==> src/rtl/mul_opd_unpack_pkg.sv <==
// Shared types and constants for the FP multiplier operand front end.
// Every struct here is sized from the default field widths.
package mul_pkg;

    localparam int EXPO_W_D = 8;
    localparam int MANT_W_D = 23;

    function automatic int bias(input int ew);
        return (1 << (ew - 1)) - 1;
    endfunction

    typedef struct packed {
        logic                sign;
        logic [EXPO_W_D-1:0] expo;
        logic [MANT_W_D-1:0] mant;
    } fp_opd_t;

    typedef struct packed {
        logic zero;
        logic sub;
        logic inf;
        logic nan;
        logic snan;
    } fp_class_t;

    typedef struct packed {
        logic                sign_1;
        logic [EXPO_W_D-1:0] expo_a;
        logic [EXPO_W_D-1:0] expo_b;
        logic [MANT_W_D:0]   mant_a;
        logic [MANT_W_D:0]   mant_b;
        logic [EXPO_W_D+1:0] expo_sum;
        logic                is_zero;
        logic                is_inf_nan;
        logic                sign_nan;
        logic [MANT_W_D-1:0] nan_mant;
        logic                invalid;
        logic [1:0]          rnd;
    } unpack_res_t;

endpackage

==> src/rtl/mul_opd_unpack_fp_classify.sv <==
// Per-operand unpack: effective exponent, significand with hidden bit,
// and the IEEE class bits.
module fp_classify
    import mul_pkg::*;
(
    input  fp_opd_t             i_opd,
    output logic                o_sign,
    output logic [EXPO_W_D-1:0] o_expo,
    output logic [MANT_W_D:0]   o_mant,
    output fp_class_t           o_cls
);

    logic w_e_zero;
    logic w_e_ones;
    logic w_m_zero;

    assign w_e_zero = (i_opd.expo == '0);
    assign w_e_ones = &i_opd.expo;
    assign w_m_zero = (i_opd.mant == '0);

    // Subnormals and zero share exponent 1 so the exponent sum needs no special case.
    assign o_sign = i_opd.sign;
    assign o_expo = w_e_zero ? EXPO_W_D'(1) : i_opd.expo;
    assign o_mant = {~w_e_zero, i_opd.mant};

    assign o_cls.zero = w_e_zero & w_m_zero;
    assign o_cls.sub  = w_e_zero & ~w_m_zero;
    assign o_cls.inf  = w_e_ones & w_m_zero;
    assign o_cls.nan  = w_e_ones & ~w_m_zero;
    assign o_cls.snan = w_e_ones & ~w_m_zero & ~i_opd.mant[MANT_W_D-1];

endmodule

==> src/rtl/mul_opd_unpack.sv <==
// Operand unpack stage of the FP multiplier: classify, resolve specials,
// sum exponents, then register behind a one-entry skid buffer.
module mul_opd_unpack
    import mul_pkg::*;
#(
    parameter int EXPO_W = EXPO_W_D,
    parameter int MANT_W = MANT_W_D
) (
    input  logic                     clk,
    input  logic                     rst_n,
    input  logic                     in_valid,
    output logic                     in_ready,
    input  logic [EXPO_W+MANT_W:0]   opa,
    input  logic [EXPO_W+MANT_W:0]   opb,
    input  logic [1:0]               rnd_i,
    output logic                     out_valid,
    input  logic                     out_ready,
    output logic                     sign_1,
    output logic [EXPO_W-1:0]        expo_a,
    output logic [EXPO_W-1:0]        expo_b,
    output logic [MANT_W:0]          mant_a,
    output logic [MANT_W:0]          mant_b,
    output logic signed [EXPO_W+1:0] expo_sum,
    output logic                     is_zero,
    output logic                     is_inf_nan,
    output logic                     sign_nan,
    output logic [MANT_W-1:0]        nan_mant,
    output logic                     invalid,
    output logic [1:0]               rnd_o
);

    localparam logic [EXPO_W+1:0] BIAS_W = (EXPO_W + 2)'(bias(EXPO_W));

    fp_opd_t     w_opa, w_opb;
    fp_class_t   w_ca, w_cb;
    logic        w_sa, w_sb;
    logic [EXPO_W-1:0] w_ea, w_eb;
    logic [MANT_W:0]   w_ma, w_mb;
    logic        w_a_spec, w_b_spec, w_inf_zero;
    unpack_res_t w_res;

    unpack_res_t r_out, r_skid;
    logic        r_out_vld, r_skid_vld;
    logic        w_acc, w_fire;

    assign w_opa = opa;
    assign w_opb = opb;

    fp_classify u_cls_a (.i_opd(w_opa), .o_sign(w_sa), .o_expo(w_ea), .o_mant(w_ma), .o_cls(w_ca));
    fp_classify u_cls_b (.i_opd(w_opb), .o_sign(w_sb), .o_expo(w_eb), .o_mant(w_mb), .o_cls(w_cb));

    assign w_a_spec   = w_ca.inf | w_ca.nan;
    assign w_b_spec   = w_cb.inf | w_cb.nan;
    assign w_inf_zero = (w_ca.inf & w_cb.zero) | (w_cb.inf & w_ca.zero);

    always_comb begin
        w_res          = '0;
        w_res.sign_1   = w_sa ^ w_sb;
        w_res.expo_a   = w_ea;
        w_res.expo_b   = w_eb;
        w_res.mant_a   = w_ma;
        w_res.mant_b   = w_mb;
        // Two zero-extension bits keep the full range, including negatives, without wrap.
        w_res.expo_sum = {2'b00, w_ea} + {2'b00, w_eb} - BIAS_W;
        w_res.is_zero  = (w_ca.zero | w_cb.zero) & ~w_a_spec & ~w_b_spec;
        w_res.invalid  = w_ca.snan | w_cb.snan | w_inf_zero;
        w_res.rnd      = rnd_i;
        if (w_ca.nan) begin
            w_res.is_inf_nan = 1'b1;
            w_res.nan_mant   = {1'b1, w_opa.mant[MANT_W-2:0]};
            w_res.sign_nan   = w_sa;
        end else if (w_cb.nan) begin
            w_res.is_inf_nan = 1'b1;
            w_res.nan_mant   = {1'b1, w_opb.mant[MANT_W-2:0]};
            w_res.sign_nan   = w_sb;
        end else if (w_inf_zero) begin
            w_res.is_inf_nan = 1'b1;
            w_res.nan_mant   = {1'b1, {(MANT_W-1){1'b0}}};
        end else if (w_a_spec | w_b_spec) begin
            w_res.is_inf_nan = 1'b1;
            w_res.sign_nan   = w_sa ^ w_sb;
        end
    end

    assign in_ready = ~r_skid_vld;
    assign w_acc    = in_valid & ~r_skid_vld;
    assign w_fire   = r_out_vld & out_ready;

    always_ff @(posedge clk or negedge rst_n) begin
        if (!rst_n) begin
            r_out_vld  <= 1'b0;
            r_skid_vld <= 1'b0;
            r_out      <= '0;
            r_skid     <= '0;
        end else if (w_fire || !r_out_vld) begin
            // Output slot frees up: skid drains first to keep order.
            if (r_skid_vld) begin
                r_out      <= r_skid;
                r_out_vld  <= 1'b1;
                r_skid_vld <= 1'b0;
            end else begin
                r_out_vld <= w_acc;
                if (w_acc) r_out <= w_res;
            end
        end else if (w_acc) begin
            r_skid     <= w_res;
            r_skid_vld <= 1'b1;
        end
    end

    a_skid_needs_out: assert property (@(posedge clk) disable iff (!rst_n) !(r_skid_vld && !r_out_vld));

    assign out_valid  = r_out_vld;
    assign sign_1     = r_out.sign_1;
    assign expo_a     = r_out.expo_a;
    assign expo_b     = r_out.expo_b;
    assign mant_a     = r_out.mant_a;
    assign mant_b     = r_out.mant_b;
    assign expo_sum   = r_out.expo_sum;
    assign is_zero    = r_out.is_zero;
    assign is_inf_nan = r_out.is_inf_nan;
    assign sign_nan   = r_out.sign_nan;
    assign nan_mant   = r_out.nan_mant;
    assign invalid    = r_out.invalid;
    assign rnd_o      = r_out.rnd;

endmodule
==> config.mk <==
export PLATFORM = sky130hd
export DESIGN_NAME = mul_opd_unpack
export DESIGN_NICKNAME = d
export VERILOG_FILES = /design/src/rtl/mul_opd_unpack_pkg.sv /design/src/rtl/mul_opd_unpack_fp_classify.sv /design/src/rtl/mul_opd_unpack.sv
export SDC_FILE = /design/constraint.sdc
export NUM_CORES = 1
export LEC_CHECK = 0
export BUFFER_PORTS_ARGS = -buffer_cell sky130_fd_sc_hd__buf_2
export CAP_MARGIN = 10
export CORE_UTILIZATION = 56
export DETAILED_ROUTE_END_ITERATION = 10
export PLACE_DENSITY = 0.88
export SYNTH_ARGS = -nofsm -noshare
export SYNTH_HDL_FRONTEND = slang
export SYNTH_SLANG_ARGS = --single-unit
export TNS_END_PERCENT = 100
==> constraint.sdc <==
create_clock -name clk -period 2.05 [get_ports clk]
set_input_delay 0.1025 -clock clk [delete_from_list [all_inputs] [get_ports clk]]
set_output_delay 0.1025 -clock clk [all_outputs]
set_load 0.02 [all_outputs]
==> flow_summary.toml <==
[placed_design]
hpwlAfterDp_mm = 17.6
pre_cts_slack_ps = -535
gp_congestion = 0.860
port_buffers = 175

[worst_setup_path]
r2r_slack_ps = 250
r2r_end = "mant_a[20]"
crit_slowest_cell = "or4_4"
cp_cell_sequence = "buf_2 > or4_4 > nor2_4 > nor2_4 > ha_2 > inv_2 > ha_4 > a21o_1 > a21oi_2 > o21bai_1 > a2111oi_1 > or3_1 > xor2_1 > o31ai_1"
critical_path_arrival_ps = 2530
cp-endpoint = "expo_sum[8]"
cp_slowest_stage_delay_ps = 540
setup.worst_path.start = "opa[25]"
reg2regPathDepth = 5
path_max_fanout = 3
critPathBufInv = 2
crit_path_end_kind = "register"
reg2reg_from = "out_valid"
start_kind = "input pin"
critPathMostFrequentCell = "nor2_4"
critPathKind = "input pin to register"
crit_cells = 14
cp.required_ps = 2460
crit_family = "simple AND/OR/NAND/NOR gates"

[synth]
synth_mux_area_frac = 0.0862
synth-simple-area-share = 0.182
synth_xor_area_frac = 0.00639
syn_area_per_cell_um2 = 9.37
ys_types = 53
synthesis.area_um2 = 9600
synthCells = 1024
ys_ff_latch = 210
ys_warn_count = 0
synth_compound_area_frac = 0.121
async_flop_share = 1.00
ys.flop_type = "dfrtp_1"
syn_nets = 1110
synthAdderAreaFrac = 0.0216
synth_top_family_by_area = "simple AND/OR/NAND/NOR gates"
synth_edf_count = 0
yosysSeqAreaShare = 0.548

[die]
row_count = 47
fp.coreArea_um2 = 16600
die-area_um2 = 17700
io_pins = 176
initial_core_util = 0.577
fp.dieW_um = 133
die_y_um = 133

[status]
status = "finished, violations left"
violations = "negative setup slack"

[sta]
worst_slew_pin_slew_ps = 667
hold_viol_final = 0
period_needed_ps = 2120
fin_crit_sh = 1.03
slew_headroom = 0.555
skew_ps = 7.67
fmax_mhz = 471
rsz0062_at_grt = "true"
worst_slack_ps = -71.1
finalMaxSlewViolations = 0
setup_violations = 3

[final_layout]
num-nets-final = 1382
multiInputGateArea_um2 = 4180
register_area_um2 = 5260
antenna_cells = 0
fillers = 988
final_util = 0.774
area_delta_synth_final_pct = 34.3
drive_gt1_frac = 0.261

[grt]
grt_max_degree = 76
grt_pass1_vias = 8993
grt_antenna_before_repair = 1
overflow = 0
grt_pass1_wl_mm = 46.3
grt.total_usage = 0.332

[clock_tree]
numCtsBuffers = 23
clkLatencyLatePin_ps = 510
clockRootBuffer = "clkbuf_16"
clk_pin_slew_ps = 60
htreeDepth = 1
clock_path_buffers = 3
tritoncts = "yes"
clkSinkCount = 210

[pwr]
leakage_nw = 6.50
power.total_w = 0.0122
cellPowerDensity_nw_per_um2 = 950
worst_ir_drop_vdd_uv = 889

[detailed_routing]
drt_iter0_drc = 956
routedWlPerCell_um = 19.4
route.detailed.drc = 0
wirelength_mm = 29.7
dr.pass1.iters = 7
ant_nets = 0
viasPerCell = 5.86
vias = 8983

[min_path]
hp-class = "input pin to register"

[run]
drv_cap = 0
metal layers:
metal  part of all wire  vias to the layer above  global-route usage
met4              0.046                        2               0.133
met2               0.49                      524               0.558
met5            0.00047                        -                   0
met3              0.082                      131              0.0636
li1                   -                     3979                   -
met1               0.38                     4347               0.423
sequential cells by signal (all words and copies together) (netlist names):
signal	flops
r_skid	104
mant_a	24
mant_b	24
nan_mant	23
expo_sum	10
expo_a	8
expo_b	8
rnd_o	2
invalid	1
is_inf_nan	1
is_zero	1
out_valid	1
r_skid_vld	1
sign_1	1
sign_nan	1
worst min-delay path: stages:
cell and delay [ps]:
buf_2 110, a22o_1 140, a21oi_2 40, o21ai_1 100
cell usage in the layout, fill, tap and decap left out, drive strengths merged, types with 4 or more instances in the layout:
cell         count
nand2          361
buf            255
dfrtp          210
o21ai          127
mux2i           80
dlygate4sd3     64
clkbuf          37
nor2            30
a21oi           26
a22o            18
ha              15
inv              9
or4              8
nor4             6
xnor2            5
and2             5
nand4            4
a32oi            4
nor3             4
o31ai            4
report_power, final:
group | switching (W) | total (W) | internal, W
logic | 0.00163 | 0.00261 | 0.000979
registers | 0.000412 | 0.00522 | 0.00481
clock network | 0.00168 | 0.00441 | 0.00273
total | 0.00373 | 0.0122 | 0.00852
worst min-delay path by stage:
stage                       start     endpoint  slack [ps]  cells after the start
final                     opb[31]   r_skid[26]          40                      4
after global routing      opb[31]   r_skid[26]          60                      4
after CTS                 opa[30]  r_skid[102]          20                      4
after detailed placement    rst_n    expo_a[5]         150                      1
after global placement      rst_n     rnd_o[0]         150                      1
after floorplan             rst_n    expo_a[0]        -190                      0
cells in the mapped netlist, types with 2 or more instances:
cell	number	area share
nand2_1	361	0.14
clkbuf_1	63	0.025
nor2_1	28	0.011
xnor2_1	5	0.0046
buf_1	7	0.0027
inv_1	8	0.0031
or4_1	5	0.0039
and4_1	2	0.0018
a22o_1	18	0.016
o21ai_0	107	0.056
o21ai_1	19	0.0099
o31ai_1	3	0.0023
xor2_1	2	0.0018
o21a_1	3	0.0023
buf_2	2	0.0010
nor2b_1	2	0.0013
ha_1	15	0.020
a21oi_1	25	0.013
nand4_1	4	0.0026
or4_4	3	0.0035
nor3_1	3	0.0016
o21bai_1	2	0.0016
nor4_1	6	0.0039
a22oi_1	3	0.0023
buf_6	3	0.0035
a32oi_1	4	0.0036
mux2i_1	80	0.083
dfrtp_1	210	0.55
and3_1	2	0.0013
and2_1	4	0.0026
a21o_1	2	0.0016
a31o_2	2	0.0018
metrics by stage:
step,instance area (µm²),TNS (ps),hold WS [ps],std cells
floorplan,9650,-1690,-193,1024
global placement,11300,-4200,152,1427
detailed placement,11300,-5290,153,1427
CTS,12800,0,21.7,1535
global route,12900,-864,58.1,1533
finish,12900,-182,36.2,1533
cell families (layout without fill, tap and decap cells):
group / Yosys count / in the layout
AOI/OAI and AO/OA: 197 / 197
xor gates and xnor gates: 7 / 7
adders and majority gates: 16 / 16
buffers and inverters: 83 / 372
DFF: 210 / 210
muxes: 82 / 82
and+or+nand+nor: 429 / 429
timing repair:
action | CTS | global route
gates resized for setup | 1 | 27
endpoints found under the hold margin | 155 | 0
hold buffers | 65 | 0
gates cloned | 0 | 1
endpoints found under the setup margin | 1 | 34
buffers inserted | 1 | 4
pin swaps | 1 | 27
layout make-up:
type / count / share of cell area
Tap cell: 220 / 0.0214
Timing Repair Buffer: 322 / 0.181
Sequential cell: 210 / 0.408
Inverter: 8 / 0.00233
Multi-Input combinational cell: 731 / 0.324
Clock buffer: 35 / 0.0544
Clock inverter: 7 / 0.00883
(Power assumes the default switching activity.)
